<file path="src/rtl/gpio_bus_arbiter.sv">
// gpio_bus_arbiter: round-robin two-master arbiter in front of one peripheral bus slave.
// Define GPIO_ARB_TIMEOUT_EN to bound the slave wait and raise a sticky err on expiry.
module gpio_bus_arbiter #(
  parameter int size_addr = 1,
  parameter int timeout   = 15
) (
  input  logic                 clk,
  input  logic                 reset,
  input  logic                 m0_read,
  input  logic                 m0_write,
  input  logic [size_addr-1:0] m0_address,
  input  logic [7:0]           m0_data_in,
  output logic [7:0]           m0_data_out,
  output logic                 m0_ready_r,
  output logic                 m0_ready_w,
  input  logic                 m1_read,
  input  logic                 m1_write,
  input  logic [size_addr-1:0] m1_address,
  input  logic [7:0]           m1_data_in,
  output logic [7:0]           m1_data_out,
  output logic                 m1_ready_r,
  output logic                 m1_ready_w,
  output logic                 s_read,
  output logic                 s_write,
  output logic [size_addr-1:0] s_address,
  output logic [7:0]           s_data_out,
  input  logic [7:0]           s_data_in,
  input  logic                 s_ready_r,
  input  logic                 s_ready_w,
  output logic                 err
);
  typedef enum logic [1:0] {IDLE, ISSUE, WAIT, DONE} state_t;
  state_t r_state, w_next;
  logic r_gnt, r_last, r_op_w;
  logic w_req0, w_req1, w_gnt, w_hit, w_exp;
  if (size_addr < 1 || timeout < 1 || timeout > 255) begin : g_bad_param
    $error("gpio_bus_arbiter: parameter out of range");
  end
  assign w_req0 = m0_read | m0_write;
  assign w_req1 = m1_read | m1_write;
  assign w_gnt  = (w_req0 & w_req1) ? ~r_last : w_req1;
  assign w_hit  = r_op_w ? s_ready_w : s_ready_r;
  assign s_read  = (r_state == ISSUE) & ~r_op_w;
  assign s_write = (r_state == ISSUE) & r_op_w;
  assign m0_ready_r = (r_state == DONE) & ~r_gnt & ~r_op_w;
  assign m0_ready_w = (r_state == DONE) & ~r_gnt & r_op_w;
  assign m1_ready_r = (r_state == DONE) & r_gnt & ~r_op_w;
  assign m1_ready_w = (r_state == DONE) & r_gnt & r_op_w;
  always_comb begin
    w_next = r_state;
    w_next = (r_state == IDLE)  ? ((w_req0 | w_req1) ? ISSUE : IDLE) :
             (r_state == ISSUE) ? WAIT :
             (r_state == WAIT)  ? ((w_hit | w_exp) ? DONE : WAIT) : IDLE;
  end
  always_ff @(posedge clk) begin
    if (reset) begin
      r_state     <= IDLE;
      r_gnt       <= 1'b0;
      r_last      <= 1'b1;
      r_op_w      <= 1'b0;
      s_address   <= '0;
      s_data_out  <= 8'h00;
      m0_data_out <= 8'h00;
      m1_data_out <= 8'h00;
    end else begin
      r_state <= w_next;
      if (r_state == IDLE && (w_req0 | w_req1)) begin
        r_gnt      <= w_gnt;
        r_op_w     <= w_gnt ? m1_write : m0_write;
        s_address  <= w_gnt ? m1_address : m0_address;
        s_data_out <= w_gnt ? m1_data_in : m0_data_in;
      end
      // a forced completion of a read returns all-ones to the master
      if (r_state == WAIT && !r_op_w && (w_hit | w_exp)) begin
        if (r_gnt) m1_data_out <= w_hit ? s_data_in : 8'hFF;
        else m0_data_out <= w_hit ? s_data_in : 8'hFF;
      end
      if (r_state == DONE) r_last <= r_gnt;
    end
  end
`ifdef GPIO_ARB_TIMEOUT_EN
  logic [7:0] r_cnt;
  assign w_exp = (r_cnt == 8'(timeout - 1));
  always_ff @(posedge clk) begin
    if (reset) begin
      r_cnt <= 8'h00;
      err   <= 1'b0;
    end else begin
      r_cnt <= (r_state == ISSUE) ? 8'h00 : (r_state == WAIT) ? r_cnt + 8'h01 : r_cnt;
      if (r_state == WAIT && w_exp && !w_hit) err <= 1'b1;
    end
  end
`else
  assign w_exp = 1'b0;
  assign err   = 1'b0;
`endif
endmodule

</file>
<file path="config.mk">
export PLATFORM = sky130hd
export DESIGN_NAME = gpio_bus_arbiter
export DESIGN_NICKNAME = d
export VERILOG_FILES = /design/src/rtl/gpio_bus_arbiter.sv
export SDC_FILE = /design/constraint.sdc
export NUM_CORES = 1
export LEC_CHECK = 0
export BUFFER_PORTS_ARGS = -buffer_cell sky130_fd_sc_hd__clkbuf_2
export CORE_MARGIN = 1
export CORE_UTILIZATION = 45
export DETAILED_ROUTE_END_ITERATION = 7
export PLACE_DENSITY = 0.78
export SYNTH_ARGS = -nofsm -noshare
export SYNTH_HDL_FRONTEND = slang
export SYNTH_SLANG_ARGS = --single-unit
</file>
<file path="constraint.sdc">
create_clock -name clk -period 1.5 [get_ports clk]
set_input_delay 0.375 -clock clk [delete_from_list [all_inputs] [get_ports clk]]
set_output_delay 0.375 -clock clk [all_outputs]
set_load 0.02 [all_outputs]
</file>
==> results.md, run 1 <==
- Outcome: finished with violations
- Failing checks: design-rule violations, negative setup slack
- R2r endpoint: r_state[0]$_SDFF_PP0_
- Predominant post-synthesis flop cell: dfxtp_1
- Max Slew Vio Count: 0
- Gate Count Post-Synth: 155
- Worst hold endpoint: s_address$_SDFFE_PP0P_
- Ys Warns: 0
- Endpoints failing setup: 6
- Total gr overflow: 0
- GR Util All Layers: between 20% and 30%
- Routed WL: 3340 um
- Hold Crit Start: m1_address
- CTS tree: done
- Slew margin rel.: 65.5%
- Fin crit period: 1.59 ns
- Placed insts: between 200 and 250
- CP required: 1.12 ns
- Crit path kind: register to output port
- Pre-antenna DRT Iters: 6
- Peak Freq: 630 MHz
- Leakage: 0.843 nW
- VDD IR max: 0.518 mV
- Reg2Reg Launch Point: r_op_w$_SDFFE_PP0P_
- I/O pin count: 66
- FF+latch count, synth: 30
- Post-Syn Area: around 1400 sq um
- Register-to-Register Setup Slack: roughly 0.060 ns
- ANT cells: 0
- Gpl congestion: 0.780
- DPL Wire Length: roughly 2400 um
- FF-to-FF path depth: 4
- Fin cells: 260
- Synth Area per Inst: 8.88 sq um
- Tcrit/Tclk final: 106%
- Final Hold Violating Endpoints: 0
- Placed Area: 1750 sq um
- Async S/R FF share, synth: 0%
- Max-cap violations: 0
- CP max FO: 3
- Layout area overhead: 42.4%
- Synth cell count leaders: 35 x nor2_1, 30 x dfxtp_1, 16 x a211oi_1
- Clock Skew: 0.00981 ns
- Drt via density: 5.39
- Final Util: between 60% and 70%
- Worst Hold Class: input port to register
- Worst Tran Pin Value: roughly 0.51 ns
- PD cells: 926 nW/um^2
- Clk Latency, worst-skew pair: around 0.33 ns
- Hold Path Stages: 3
- Finished Cell Area: 1960 sq um
- Mapped Nets: 193
- Most instantiated library cell after synthesis: nor2_1
- Number of nets in the layout: 266
- Synth top area share: between 40% and 50%
- Via count: 1,402
- H-tree depth: 2
- Die width: around 57 um
- Initial antenna violation count: 0
- CTS sink cnt: 30
- Final worst setup slack: -0.0869 ns
- WHS: 0.290 ns
- Clock Root Buffer: clkbuf_4
- Core Region: between 2000 and 3000 sq um
- Worst Setup End Kind: output port
- Register area share after synthesis: 43.6%
- Post-synthesis cell type count: 34
- Initial Utilization: between 40% and 50%
- First DRT Iteration DRCs: 75
- Post-synth EDFFs: 0
- Largest net degree at the start of global routing: 18
- CP arrival: 1.21 ns
- Synth area leaders: dfxtp_1 44%, nor2_1 9.5%, a211oi_1 8.7%
- Total die area: 3280 sq um
- Number of buffers created by CTS: 5
- Maximum root-to-sink buffer count: 2
- Cell taking the most area after synthesis: dfxtp_1
- RSZ-0062 raised after global routing: yes
- PortBufs: 64
- Number of global-route vias before repair: 1,219
- DRC: 5
- Clock transition at the registers of the reported paths: 0.10 ns
- Startpoint class of the critical path: register
- Post-route ant nets: 0
- FP Rows: 19
- First-pass GRT wire length: 5530 um
- Share of post-route cells with drive strength above 1: between 40% and 50%
- Drt wl/cell: 12.9 um
- Die height: 57.3 um
[state kept, by name, summed over array words and instances, names as in the netlist]
name,flops
m0_data_out,8
m1_data_out,8
s_data_out,8
r_state,2
r_gnt,1
r_last,1
r_op_w,1
s_address,1
[layout by cell type (no fill, tap or decap), drive strengths merged, types with 2 or more instances in the layout]
| master | instances |
|---|---|
| clkbuf | 66 |
| nor2 | 35 |
| dfxtp | 30 |
| buf | 18 |
| a211oi | 16 |
| nand3 | 10 |
| o21ai | 10 |
| a311oi | 9 |
| ha | 4 |
| nand2 | 3 |
| nor2b | 3 |
| a21oi | 3 |
| inv | 2 |
| nor3b | 2 |
[per-layer routing]
layer / up-vias / part of all wire (%) / track usage (%)
met4: 0 / 1.1 / 9.41
met2: 66 / 47 / 35.5
li1: 711 / - / -
met1: 619 / 43 / 27.8
met5: - / 0 / 0
met3: 6 / 8.8 / 6.58
[per-stage QoR]
step / setup TNS, ns / power (mW) / setup slack, ns
CTS: -0.499 / 1.80 / -0.100
global route: -0.745 / 1.91 / -0.148
detailed placement: 0 / 1.27 / 0.0702
finish: -0.368 / 1.81 / -0.0869
global placement: 0 / 1.27 / 0.0828
floorplan: 0 / 1.14 / 0.0269
[power breakdown]
| part | switching (mW) | total [mW] | leakage, nW | internal (mW) |
|---|---|---|---|---|
| combinational | 0.236 | 0.428 | 0.563 | 0.192 |
| clock | 0.285 | 0.510 | 0.0343 | 0.225 |
| sequential | 0.0329 | 0.877 | 0.247 | 0.844 |
| total | 0.553 | 1.81 | 0.843 | 1.26 |
[cells by family (layout without fill, tap and decap cells)]
| logic type | after synthesis | in the layout | synth area share [%] |
|---|---|---|---|
| and+or+nand+nor | 61 | 61 | 21.3 |
| AOI/OAI and AO/OA | 44 | 44 | 23.5 |
| DFF | 30 | 30 | 43.6 |
| buffers and inverters | 14 | 88 | 6.64 |
| adders and majority gates | 4 | 4 | 3.64 |
| other | 1 | 1 | 0.272 |
| muxes | 1 | 1 | 1.00 |
[worst max-delay path by stage]
stage	from	to	slack [ns]	depth (start not counted)
2_1_floorplan	r_state[0]$_SDFF_PP0_	m0_ready_r	0.03	2
3_3_place_gp	m1_write	s_data_out[6]$_SDFFE_PP0P_	0.08	4
3_5_place_dp	m1_write	s_data_out[6]$_SDFFE_PP0P_	0.07	4
4_1_cts	r_state[0]$_SDFF_PP0_	m0_ready_r	-0.1	3
5_1_grt	r_state[0]$_SDFF_PP0_	m1_ready_r	-0.15	3
6_report	r_state[1]$_SDFF_PP0_	s_write	-0.09	4
[critical path, cell delays in order, from the launching register on]
cell and delay [ns]:
dfxtp_4 0.38, inv_2 0.06, ha_4 0.16, and2_4 0.15, clkbuf_8 0.14
[what timing repair did]
action	CTS	global route
endpoints found under the setup margin	6	25
gates cloned	0	1
resized for setup	18	18
pin swaps	2	4
hold buffers	0	0
buffers inserted	1	1
[layout make-up]
cell class	instances	area (sq um)
clock buffers	6	51.3
flip-flops and latches	30	609
fillers	236	870
multi-input cells	111	766
well taps	31	38.8
clock inverters	2	12.5
repair buffers	78	474
inverters	2	7.51
Power figures use the tool's default switching activity.
==> run 2, diff against run 1 <==
CORE_ASPECT_RATIO = 0.9   (was unset)
==> results.md, run 2 (synthesis results as in run 1) <==
- Number of nets in the layout: 263
- Max-cap violations: 0
- Clk Latency, worst-skew pair: ~0.34 ns
- Crit path kind: register to output port
- Outcome: finished with violations
- Failing checks: negative setup slack
- RSZ-0062 raised after global routing: yes
- Die height: 54.5 um
- PD cells: 937 nW/um^2
- Most frequent cells in the layout: 58 x clkbuf_2, 35 x nor2_1, 27 x dfxtp_1, 14 x a211oi_1, 11 x buf_4
- Total gr overflow: 0
- VDD IR max: 0.503 mV
- Finished Cell Area: 1950 sq um
- Endpoints failing setup: 6
- DRC: 0
- Worst Setup End Kind: output port
- Initial Utilization: 48.9%
- Fin crit period: 1.59 ns
- H-tree depth: 2
- Startpoint class of the critical path: register
- Tot Pwr: 1.82 mW
- Clock Root Buffer: clkbuf_4
- Drt wl/cell: 13.4 um
- Post-route ant nets: 0
- I/O pin count: 66
- Placed Area: around 1700 sq um
- Leakage: 0.841 nW
- Largest regs: m0_data_out (8), m1_data_out (8), s_data_out (8)
- Hold_buf cts: 0
- Max Slew Vio Count: 0
- CTS tree: done
- Final Hold Violating Endpoints: 0
- GR Util All Layers: 22.6%
- CP max FO: 5
- First DRT Iteration DRCs: 69
- PortBufs: 64
- Peak Freq: 628 MHz
- Setup TNS: -0.391 ns
- Number of buffers created by CTS: 5
- CTS sink cnt: 30
- First-pass GRT wire length: 5130 um
- Routed WL: 3560 um
- Tcrit/Tclk final: 106%
- Fin cells: ~270
- Share of post-route cells with drive strength above 1: 42.9%
- Worst Hold Class: input port to register
- Core Region: approximately 2800 sq um
- Number of global-route vias before repair: 1,175
- CP arrival: between 1 and 1.5 ns
- Largest net degree at the start of global routing: 19
- CP required: 1.12 ns
- Via count: ~1.4k
- WHS: about 0.29 ns
- Placed insts: 254
- Pre-antenna DRT Iters: 4
- Clock transition at the registers of the reported paths: 0.09 ns
- Maximum root-to-sink buffer count: 2
- Total die area: 3280 sq um
- Layout area overhead: 41.4%
- Initial antenna violation count: 0
- FP Rows: 18
- Clock Skew: ~0.0083 ns
- Drt via density: 5.38
- Commonest non-fill, non-tap cell in the layout: clkbuf_2
- Gpl congestion: 0.726
- Final worst setup slack: -0.0917 ns
- ANT cells: 0
- DPL Wire Length: about 2400 um
- Die width: 60.3 um
==> run 2: cell count changes in the layout (fill, tap and decap cells not counted), moves of 2 or more <==
cell and change:
a211oi_1 +3, buf_4 -2, buf_6 -2, a211oi_2 -3
==> run 2: area by class of cell <==
type                            instances  area, sq um
Fill cell                             234          870
Multi-Input combinational cell        111          739
Sequential cell                        30          612
Timing Repair Buffer                   75          477
Clock buffer                            7         55.1
Tap cell                               40         50.0
Inverter                                2         7.51
Clock inverter                          1         5.00
==> run 2: worst max-delay path, stage by stage, from the launching register on <==
cell and delay [ns]:
dfxtp_4 0.37, ha_4 0.17, and3b_1 0.19, clkbuf_8 0.15
==> run 2: worst paths after layout <==
path,from,to,slack [ns],cells after the start
worst max register to register,r_state[0]$_SDFF_PP0_,s_data_out[7]$_SDFFE_PP0P_,0.03,6
worst min register to register,m1_data_out[6]$_SDFFE_PP0P_,m1_data_out[6]$_SDFFE_PP0P_,0.50,2
worst max-delay path,r_state[0]$_SDFF_PP0_,m1_ready_r,-0.09,3
worst min-delay path,m1_data_in[1],s_data_out[1]$_SDFFE_PP0P_,0.29,3
==> run 2: where the power goes <==
group          leakage [nW]  internal (mW)  switching (mW)
clock network        0.0353          0.227           0.276
logic                 0.559          0.199           0.244
registers             0.247          0.844          0.0345
==> run 2: per-stage QoR <==
step | utilization, % | worst slack (ns)
6_report | 69.1 | -0.0917
2_1_floorplan | - | 0.0269
5_1_grt | 69.1 | -0.134
3_5_place_dp | 61.8 | 0.0157
3_3_place_gp | 61.8 | 0.0822
4_1_cts | 66.8 | -0.0961
==> run 2: timing repair <==
action                                  in CTS  in global routing
setup buffers                                2                  1
resized for setup                           19                 11
gates cloned                                 0                  1
pin swaps                                    1                  2
endpoints found under the setup margin       6                 25
==> run 2: metal layers <==
layer,GRT usage (%),vias up,wire length [um]
met2,37.7,68,1740
li1,-,711,-
met1,24.3,645,1440
met5,0,-,0
met4,10.5,0,79
met3,10.6,8,300
==> run 3, diff against run 2 <==
CAP_MARGIN = 40   (was unset)
PLACE_DENSITY = 0.82   (was 0.78)
==> results.md, run 3 (synthesis results as in run 1) <==
- Final Hold Violating Endpoints: 0
- Number of global-route vias before repair: about 1.1k
- GR Util All Layers: 22.1%
- CP max FO: 5
- Reg2Reg Launch Point: r_state[0]$_SDFF_PP0_
- Largest net degree at the start of global routing: 24
- Via count: 1,429
- Fin cells: roughly 280
- Crit path kind: register to output port
- CTS sink cnt: 30
- DPL Wire Length: 2370 um
- Worst Setup End Kind: output port
- Setup TNS: -0.356 ns
- Core Region: ~2800 sq um
- Total gr overflow: 0
- Most frequent cells in the layout: 58 x clkbuf_2, 34 x nor2_1, 26 x dfxtp_1, 17 x buf_4, 15 x a211oi_1
- Clk Latency, worst-skew pair: 0.34 ns
- Pre-antenna DRT Iters: 5
- Total die area: 3280 sq um
- Clock Skew: 0.0104 ns
- Clock transition at the registers of the reported paths: 0.10 ns
- Clock Root Buffer: clkbuf_4
- Crit. Startpoint: r_state[0]$_SDFF_PP0_
- Peak Freq: 630 MHz
- FP Rows: 18
- First DRT Iteration DRCs: 80
- CP arrival: 1.21 ns
- Post-route ant nets: 0
- Max-cap violations: 0
- First-pass GRT wire length: between 5000 and 6000 um
- CP required: 1.12 ns
- Startpoint class of the critical path: register
- Outcome: finished with violations
- Die width: around 60 um
- Leakage: 0.885 nW
- Number of buffers created by CTS: 5
- Largest regs: m0_data_out (8), m1_data_out (8), s_data_out (8)
- Finished Cell Area: 2070 sq um
- Hold Crit Start: m1_data_in[0]
- Failing checks: negative setup slack
- CTS tree: done
- H-tree depth: 2
- PD cells: 909 nW/um^2
- Filler cells: ~200
- Placed Area: 1770 sq um
- ANT cells: 0
- PortBufs: 64
- Drt wl/cell: 13.0 um
- Slew margin rel.: between 60 and 70%
- Worst Hold Class: input port to register
- Hold_buf cts: 0
- Initial antenna violation count: 0
- RSZ-0062 raised after global routing: yes
- Post-place setup slack: 0.0668 ns
- Tcrit/Tclk final: 106%
- Routed WL: 3600 um
- I/O pin count: 66
- Max Slew Vio Count: 0
- Worst Tran Pin Value: 0.531 ns
- Gpl congestion: 0.823
- Layout area overhead: 50.1%
- Final Util: between 70% and 80%
- Maximum root-to-sink buffer count: 2
- Placed insts: approximately 260
- Number of nets in the layout: between 200 and 300
- DRC: 0
- Die height: roughly 54 um
- Initial Utilization: 48.9%
- Endpoints failing setup: 6
- Final worst setup slack: -0.0883 ns
- Fin crit period: between 1.5 and 2 ns
- VDD IR max: 0.622 mV
- Share of post-route cells with drive strength above 1: roughly 50%
- Drt via density: 5.18
- Commonest non-fill, non-tap cell in the layout: clkbuf_2
run 3: cell types whose count changed in the layout (fill, tap and decap cells not counted), sizes merged:
cell / delta
clkinvlp: +1
clkbuf: -3
buf: +11
and4bb: +1
run 3: layout make-up:
cell class / count / area (sq um) / share of cell area, %
Clock buffer: 6 / 51.3 / 2.48
Sequential cell: 30 / 613 / 29.7
Clock inverter: 2 / 12.5 / 0.606
Inverter: 2 / 10.0 / 0.485
Tap cell: 40 / 50.0 / 2.42
Multi-Input combinational cell: 112 / 797 / 38.6
Timing Repair Buffer: 84 / 532 / 25.7
run 3: timing repair:
action | in CTS | in global routing
hold endpoints to repair | 0 | 0
gates resized for setup | 25 | 22
buffers inserted | 4 | 3
pin swaps | 5 | 8
setup endpoints to repair | 6 | 24
gates cloned | 0 | 2
run 3: path summary, 6_finish.rpt:
kind	to	slack [ns]	depth (start not counted)
worst min-delay path	s_data_out[0]$_SDFFE_PP0P_	0.28	3
worst max-delay path	m1_ready_r	-0.09	3
worst min register to register	s_data_out[0]$_SDFFE_PP0P_	0.50	2
worst max register to register	m1_data_out[3]$_SDFFE_PP0P_	0	6
run 3: report_power, final:
group	total (mW)	leakage, nW	internal [mW]	switching (mW)
logic	0.476	0.603	0.224	0.252
clock network	0.522	0.0343	0.225	0.297
registers	0.879	0.247	0.844	0.0351
total	1.88	0.885	1.29	0.584
run 3: per-layer routing:
layer | share of wire (%) | wire length, um | GRT usage (%) | vias to the layer above
li1 | - | - | - | 727
met1 | 44 | 1590 | 27.5 | 622
met2 | 45 | 1610 | 34.4 | 72
met3 | 9.8 | 352 | 9.22 | 8
met4 | 1.5 | 53 | 6.98 | 0
met5 | 0 | 0 | 0 | -
run 3: critical path: stages (launching register included):
cell      delay (ns)
dfxtp_4         0.38
ha_4            0.17
and3b_1         0.18
clkbuf_8        0.15
run 3: per-stage QoR:
step | power [mW] | hold WS (ns)
after detailed placement | 1.27 | 0.490
after global routing | 1.97 | 0.273
final | 1.88 | 0.278
after CTS | 1.81 | 0.269
after floorplan | 1.14 | 0.496
after global placement | 1.27 | 0.486
